===== config.mk =====
export PLATFORM = sky130hd
export DESIGN_NAME = sat_counter
export DESIGN_NICKNAME = d
export VERILOG_FILES = /design/src/rtl/ret_pred_checker_sat_counter.sv
export SDC_FILE = /design/constraint.sdc
export NUM_CORES = 1
export LEC_CHECK = 0
export ABC_AREA = 1
export CAP_MARGIN = 20
export CORE_MARGIN = 4
export CORE_UTILIZATION = 45
export CTS_BUF_LIST = sky130_fd_sc_hd__clkbuf_4
export DETAILED_ROUTE_END_ITERATION = 10
export GPL_TIMING_DRIVEN = 1
export HOLD_SLACK_MARGIN = 0.1
export PLACE_DENSITY = 0.72
export SLEW_MARGIN = 20
export SYNTH_ARGS = -nofsm -noshare
export SYNTH_HDL_FRONTEND = slang
export SYNTH_SLANG_ARGS = --single-unit
export TNS_END_PERCENT = 1

===== constraint.sdc =====
create_clock -name clock -period 2.35 [get_ports clock]
set_clock_uncertainty 0.1 [all_clocks]
set_input_delay 0.47 -clock clock [delete_from_list [all_inputs] [get_ports clock]]
set_output_delay 0.47 -clock clock [all_outputs]
set_load 0.05 [all_outputs]

===== src/rtl/ret_pred_checker_sat_counter.sv =====
// Saturating up-counter used for hit/miss statistics.
//   clock, reset : rising-edge clock, async active-low reset
//   inc          : count up by one (holds at all-ones)
//   clear        : synchronous clear to zero
//   count        : current value
module sat_counter #(
  parameter int unsigned W = 16
) (
  input  logic         clock,
  input  logic         reset,
  input  logic         inc,
  input  logic         clear,
  output logic [W-1:0] count
);

  always_ff @(posedge clock or negedge reset) begin
    if (!reset) begin
      count <= '0;
    end else if (clear) begin
      count <= '0;
    end else if (inc && (count != '1)) begin
      count <= count + 1'b1;
    end
  end

endmodule


==> results of run 1 <==
kinds of logic after synthesis:
logic type               count (synthesis)
AO/OA/AOI/OAI                            8
XOR/XNOR                                 5
adder cells (fa/ha/maj)                  1
buffers and inverters                   16
flip-flops                              16
AND/OR/NAND/NOR                         98
power groups by stage:
stage / logic, W / registers, W / clock network [W]
after floorplan: 0.0000237 / 0.000297 / 0
after global placement: 0.0000556 / 0.000287 / 0
final: 0.0000561 / 0.000282 / 0.000149
after global routing: 0.0000615 / 0.000283 / 0.000171
after CTS: 0.0000569 / 0.000282 / 0.000160
after detailed placement: 0.0000568 / 0.000287 / 0
per-layer routing:
layer,vias to the layer above,GRT usage,share of wire
met3,4,0.0557,0.048
met2,28,0.280,0.48
met1,471,0.220,0.46
met5,-,0,0
li1,509,-,-
met4,0,0.0576,0.012
cells in the mapped netlist:
cell type	count	area, um2
ha_1	1	12.5
nand4_1	9	56.3
o21ai_0	4	20.0
a21oi_1	1	5.00
inv_2	1	3.75
nor2_1	14	52.6
buf_12	1	20.0
dfrtp_1	16	400
nand2_4	2	22.5
nand2_1	55	206
or2_2	1	6.26
xnor2_1	2	17.5
nor2_4	2	22.5
inv_1	11	41.3
xor2_1	3	26.3
inv_4	1	6.26
buf_1	1	3.75
nand2_2	2	12.5
nor3_1	1	5.00
o21bai_1	2	15.0
buf_2	1	5.00
nand3_1	12	60.1
o21ai_4	1	16.3
layout make-up:
| type | instances | share of cell area |
|---|---|---|
| timing repair buffer | 22 | 0.166 |
| clock inverter | 1 | 0.00293 |
| tap | 28 | 0.0273 |
| inverter | 13 | 0.0400 |
| clock buffer | 3 | 0.0176 |
| sequential | 16 | 0.312 |
| multi-input combinational | 112 | 0.434 |
placed cells by master, fill, tap and decap left out:
cell,netlist,final
nand4_1,9,9
a21oi_1,1,1
o21ai_0,4,4
buf_4,0,3
clkbuf_4,0,3
nand3_1,12,12
clkinv_1,0,1
nand2_1,55,55
nor2_1,14,14
ha_1,1,1
o21bai_1,2,2
inv_4,1,1
or2_2,1,1
o21ai_4,1,1
nand2_2,2,2
xnor2_1,2,2
xor2_1,3,3
clkdlybuf4s50_1,0,19
nor2_4,2,2
inv_2,1,1
dfrtp_1,16,16
inv_1,11,11
nand2_4,2,2
nor3_1,1,1
through the flow:
| step | util | setup WS [ps] | power, W | area, um2 | cells |
|---|---|---|---|---|---|
| 2_1_floorplan | - | 385 | 0.000321 | 1040 | 144 |
| 3_5_place_dp | 0.568 | 500 | 0.000344 | 1260 | 191 |
| 5_1_grt | 0.580 | 99.7 | 0.000515 | 1280 | 195 |
| 6_report | 0.580 | 181 | 0.000487 | 1280 | 195 |
| 3_3_place_gp | 0.568 | 514 | 0.000343 | 1260 | 191 |
| 4_1_cts | 0.580 | 164 | 0.000499 | 1280 | 195 |
path summary, 6_finish.rpt:
path / from / endpoint / slack (ps) / depth (start not counted)
worst min-delay path: reset / count[3]$_DFFE_PN0P_ / 380 / 2
min in group clock: count[15]$_DFFE_PN0P_ / count[15]$_DFFE_PN0P_ / 470 / 2
worst max register to register: count[1]$_DFFE_PN0P_ / count[0]$_DFFE_PN0P_ / 610 / 9
worst min register to register: count[15]$_DFFE_PN0P_ / count[15]$_DFFE_PN0P_ / 470 / 2
worst max-delay path: count[7]$_DFFE_PN0P_ / count[7] / 180 / 1
max in group asynchronous: reset / count[12]$_DFFE_PN0P_ / 1580 / 2
==> impl_metrics.env, run 1 <==
export IMPL_nFillCells=214
export IMPL_synth_xor_area_frac=0.0422
export IMPL_num_vias=1012
export IMPL_ant_nets=0
export IMPL_power_density_nw_per_um2=380
export IMPL_fin_nets=173
export IMPL_largest_reg_flops=16
export IMPL_grt_pass1_wl_mm=4.32
export IMPL_internal_power_w=0.000358
export IMPL_avgSynthCellArea_um2=7.20
export IMPL_slowest_delay_ps=850
export IMPL_area_delta_synth_final_pct=23.6
export IMPL_drtPass1Iterations=4
export IMPL_numClockSinks=16
export IMPL_yosys_warnings=0
export IMPL_slew_viol_final=0
export IMPL_place_congestion=0.894
export IMPL_end_kind="output pin"
export IMPL_top_regs="count (16)"
export IMPL_cts_tree="yes"
export IMPL_worstMarginPinSlew_ps=500
export IMPL_fmax_mhz=461
export IMPL_antenna_found_initial=0
export IMPL_tns_ps=0
export IMPL_ios=20
export IMPL_wl_mm=2.40
export IMPL_dieArea_um2=3140
export IMPL_path_clk_slew_ps=90
export IMPL_crit_slowest_cell="clkdlybuf4s50_1"
export IMPL_viasPerCell=5.19
export IMPL_pwr_share_comb=0.115
export IMPL_numCtsBuffers=3
export IMPL_post_cts_setup_buffers=0
export IMPL_cp_required_ps=1780
export IMPL_grt_overflow=0
export IMPL_die_y_um=56.0
export IMPL_h_tree_depth=1
export IMPL_finalCriticalPeriod_ps=2170
export IMPL_synthDistinctLibCells=23
export IMPL_synth_nets=149
export IMPL_cap_violations=0
export IMPL_hold_path_class="input port to async pin"
export IMPL_whs_ps=382
export IMPL_core_um2=2210
export IMPL_rsz0062_at_grt="false"
export IMPL_finalCritPeriodShare=0.923
export IMPL_final_seq_area_um2=400
export IMPL_chipWidth_um=56.0
export IMPL_yosysSeqAreaShare=0.386
export IMPL_regMostFlops="count"
export IMPL_p_sw_w=0.000129
export IMPL_p_leak_nw=0.601
export IMPL_worstSetupPathType="flop to output pin"
export IMPL_vdd_drop_max_v=0.000284
export IMPL_multi_input_area_um2=557
export IMPL_path_cells="clkdlybuf4s50_1"
export IMPL_synth_cells=144
export IMPL_worst_path_buf_inv=1
export IMPL_cts_hold_buf=0
export IMPL_synthMuxAreaShare=0
export IMPL_dpl_hpwl_mm=1.82
export IMPL_clkPwrFrac=0.307
export IMPL_initial_core_util=0.469
export IMPL_netlist_area_um2=1040
export IMPL_cts_repair_resized=0
export IMPL_hold_viol=0
export IMPL_p_sw_frac=0.264
export IMPL_cts_max_path_buffers=2
export IMPL_crit_fanout=7
export IMPL_drtIter0Drc=30
export IMPL_synthAdderAreaFrac=0.0121
export IMPL_relSlewSlack=0.666
export IMPL_worstSkewPairLatency_ps=290
export IMPL_synth_compound_area_frac=0.0543
export IMPL_outcome="completed"
export IMPL_post_drt_wl_per_cell_um=12.3
export IMPL_grt_pass1_vias=982
export IMPL_core_rowCount=17
export IMPL_grt_max_degree=17
export IMPL_grt_use_total=0.174
export IMPL_startpoint_type="flop"
export IMPL_synth_top_family_by_area="simple AND/OR/NAND/NOR gates"
export IMPL_critPathTopFamily="buffers and inverters"
export IMPL_synth_simple_gate_area_frac=0.428
export IMPL_drive_above_1_share=0.0958
export IMPL_setup_viol=0
export IMPL_ys_ff_latch=16
export IMPL_diodes=0
export IMPL_drc=0
export IMPL_cts_root_buf="clkbuf_4"
export IMPL_seq_power_share=0.578
export IMPL_arrival_ps=1600
export IMPL_port_buffers=19
Note: power is estimated with default switching activity, not from simulation.
==> run 2, diff against run 1 <==
--- a/config.mk
+++ b/config.mk
@@ -9,7 +9,7 @@
 export CAP_MARGIN = 20
 export CORE_MARGIN = 4
 export CORE_UTILIZATION = 45
-export CTS_BUF_LIST = sky130_fd_sc_hd__clkbuf_4
+export CTS_BUF_LIST = sky130_fd_sc_hd__clkbuf_16
 export DETAILED_ROUTE_END_ITERATION = 10
 export GPL_TIMING_DRIVEN = 1
 export HOLD_SLACK_MARGIN = 0.1
==> run 2 against run 1 <==
  * Worst setup slack improved by 65 ps
  * Clock power increased by 120%
  * Wire length increased by 1.2%
  * Sequential power about the same
  * Clock-buffer cell count unchanged
  * Largest cell class unchanged
==> impl_metrics.env, run 2 (synthesis results as in run 1) <==
export IMPL_grt_overflow=0
export IMPL_final_cell_mix="nand2_1 (55), clkdlybuf4s50_1 (19), dfrtp_1 (16), nor2_1 (14), nand3_1 (12)"
export IMPL_seq_power_share=0.423
export IMPL_ant_nets=0
export IMPL_cts_hold_buf=0
export IMPL_setup_viol=0
export IMPL_worstRegToRegCells=9
export IMPL_diodes=0
export IMPL_post_cts_setup_buffers=0
export IMPL_top_regs="count (16)"
export IMPL_grt_max_degree=17
export IMPL_fin_nets=173
export IMPL_arrival_ps=1530
export IMPL_worstMarginPinSlew_ps=499
export IMPL_tns_ps=0
export IMPL_timing_rr_start="count[1]$_DFFE_PN0P_"
export IMPL_wl_mm=2.43
export IMPL_slowest_delay_ps=850
export IMPL_cts_tree="yes"
export IMPL_internal_power_w=0.000523
export IMPL_worst_path_buf_inv=1
export IMPL_port_buffers=19
export IMPL_critPathTopFamily="buffers and inverters"
export IMPL_relSlewSlack=0.666
export IMPL_place_congestion=0.894
export IMPL_drtPass1Iterations=4
export IMPL_pwr_share_comb=0.084
export IMPL_cp_required_ps=1780
export IMPL_largest_reg_flops=16
export IMPL_finalCriticalPeriod_ps=2100
export IMPL_crit_fanout=7
export IMPL_outcome="completed"
export IMPL_slew_viol_final=0
export IMPL_worstSkewPairLatency_ps=250
export IMPL_numCtsBuffers=3
export IMPL_worstReg2RegEnd="count[0]$_DFFE_PN0P_"
export IMPL_final_common_cell="nand2_1"
export IMPL_p_leak_nw=0.624
export IMPL_finalCritPeriodShare=0.895
export IMPL_drc=0
export IMPL_startpoint_type="flop"
export IMPL_h_tree_depth=1
export IMPL_p_sw_frac=0.218
export IMPL_chipWidth_um=56.0
export IMPL_cts_root_buf="clkbuf_16"
export IMPL_grt_pass1_wl_mm=4.35
export IMPL_regMostFlops="count"
export IMPL_power_density_nw_per_um2=501
export IMPL_worstSetupPathType="flop to output pin"
export IMPL_dpl_hpwl_mm=1.82
export IMPL_antenna_found_initial=0
export IMPL_core_rowCount=17
export IMPL_grt_pass1_vias=991
export IMPL_viasPerCell=5.24
export IMPL_dieArea_um2=3140
export IMPL_core_um2=2210
export IMPL_cts_max_path_buffers=2
export IMPL_crit_slowest_cell="clkdlybuf4s50_1"
export IMPL_design_power_total_w=0.000669
export IMPL_hold_path_class="input port to async pin"
export IMPL_cts_repair_resized=0
export IMPL_vdd_drop_max_v=0.000541
export IMPL_post_drt_wl_per_cell_um=12.5
export IMPL_initial_core_util=0.469
export IMPL_drive_above_1_share=0.0958
export IMPL_cap_violations=0
export IMPL_nFillCells=207
export IMPL_die_y_um=56.0
export IMPL_ios=20
export IMPL_num_vias=1021
export IMPL_rsz0062_at_grt="false"
export IMPL_path_cells="clkdlybuf4s50_1"
export IMPL_area_delta_synth_final_pct=28.7
export IMPL_r2r_setup_slack_ps=610
export IMPL_clkPwrFrac=0.493
export IMPL_hold_viol=0
export IMPL_path_clk_slew_ps=50
export IMPL_drtIter0Drc=35
export IMPL_numClockSinks=16
export IMPL_p_sw_w=0.000145
export IMPL_grt_use_total=0.173
export IMPL_end_kind="output pin"
export IMPL_fmax_mhz=475
[run 2: cell counts in the layout (fill, tap and decap cells not counted)]
No cell type changed its count.
[run 2: layout make-up]
class	instances	area (um2)	share of cell area
multi-input combinational	112	557	0.417
inverter	13	51.3	0.0384
timing repair buffer	22	213	0.159
clock buffer	3	75.1	0.0562
tap	28	35.0	0.0262
clock inverter	1	3.75	0.00281
sequential	16	400	0.300
[run 2: through the flow]
| step | utilization | cell area (um2) | hold WS (ps) | setup slack (ps) | std cells |
|---|---|---|---|---|---|
| global route | 0.604 | 1340 | 464 | 180 | 195 |
| CTS | 0.604 | 1340 | 444 | 240 | 195 |
| floorplan | - | 1040 | 74.4 | 385 | 144 |
| global placement | 0.568 | 1260 | 428 | 514 | 191 |
| detailed placement | 0.568 | 1260 | 446 | 500 | 191 |
| finish | 0.604 | 1340 | 442 | 246 | 195 |
[run 2: worst max path at each step]
stage                              start  cells past startpoint                    to
floorplan           count[1]$_DFFE_PN0P_                     10  count[7]$_DFFE_PN0P_
global placement    count[6]$_DFFE_PN0P_                      1              count[6]
detailed placement                   inc                      6  count[0]$_DFFE_PN0P_
CTS                 count[7]$_DFFE_PN0P_                      1              count[7]
global route        count[8]$_DFFE_PN0P_                      1              count[8]
finish              count[7]$_DFFE_PN0P_                      1              count[7]
[run 2: power by group through the flow]
stage	clock network [W]	logic, W	registers (W)
global placement	0	0.0000556	0.000287
CTS	0.000342	0.0000569	0.000282
detailed placement	0	0.0000568	0.000287
global route	0.000355	0.0000615	0.000283
finish	0.000330	0.0000563	0.000283
floorplan	0	0.0000237	0.000297
[run 2: per-layer routing]
| metal | global-route usage | up-vias | part of all wire | wire (um) |
|---|---|---|---|---|
| li1 | - | 506 | - | - |
| met2 | 0.284 | 34 | 0.49 | 1190 |
| met1 | 0.223 | 481 | 0.44 | 1080 |
| met4 | 0.0271 | 0 | 0 | 0 |
| met5 | 0 | - | 0 | 0 |
| met3 | 0.0626 | 0 | 0.065 | 158 |
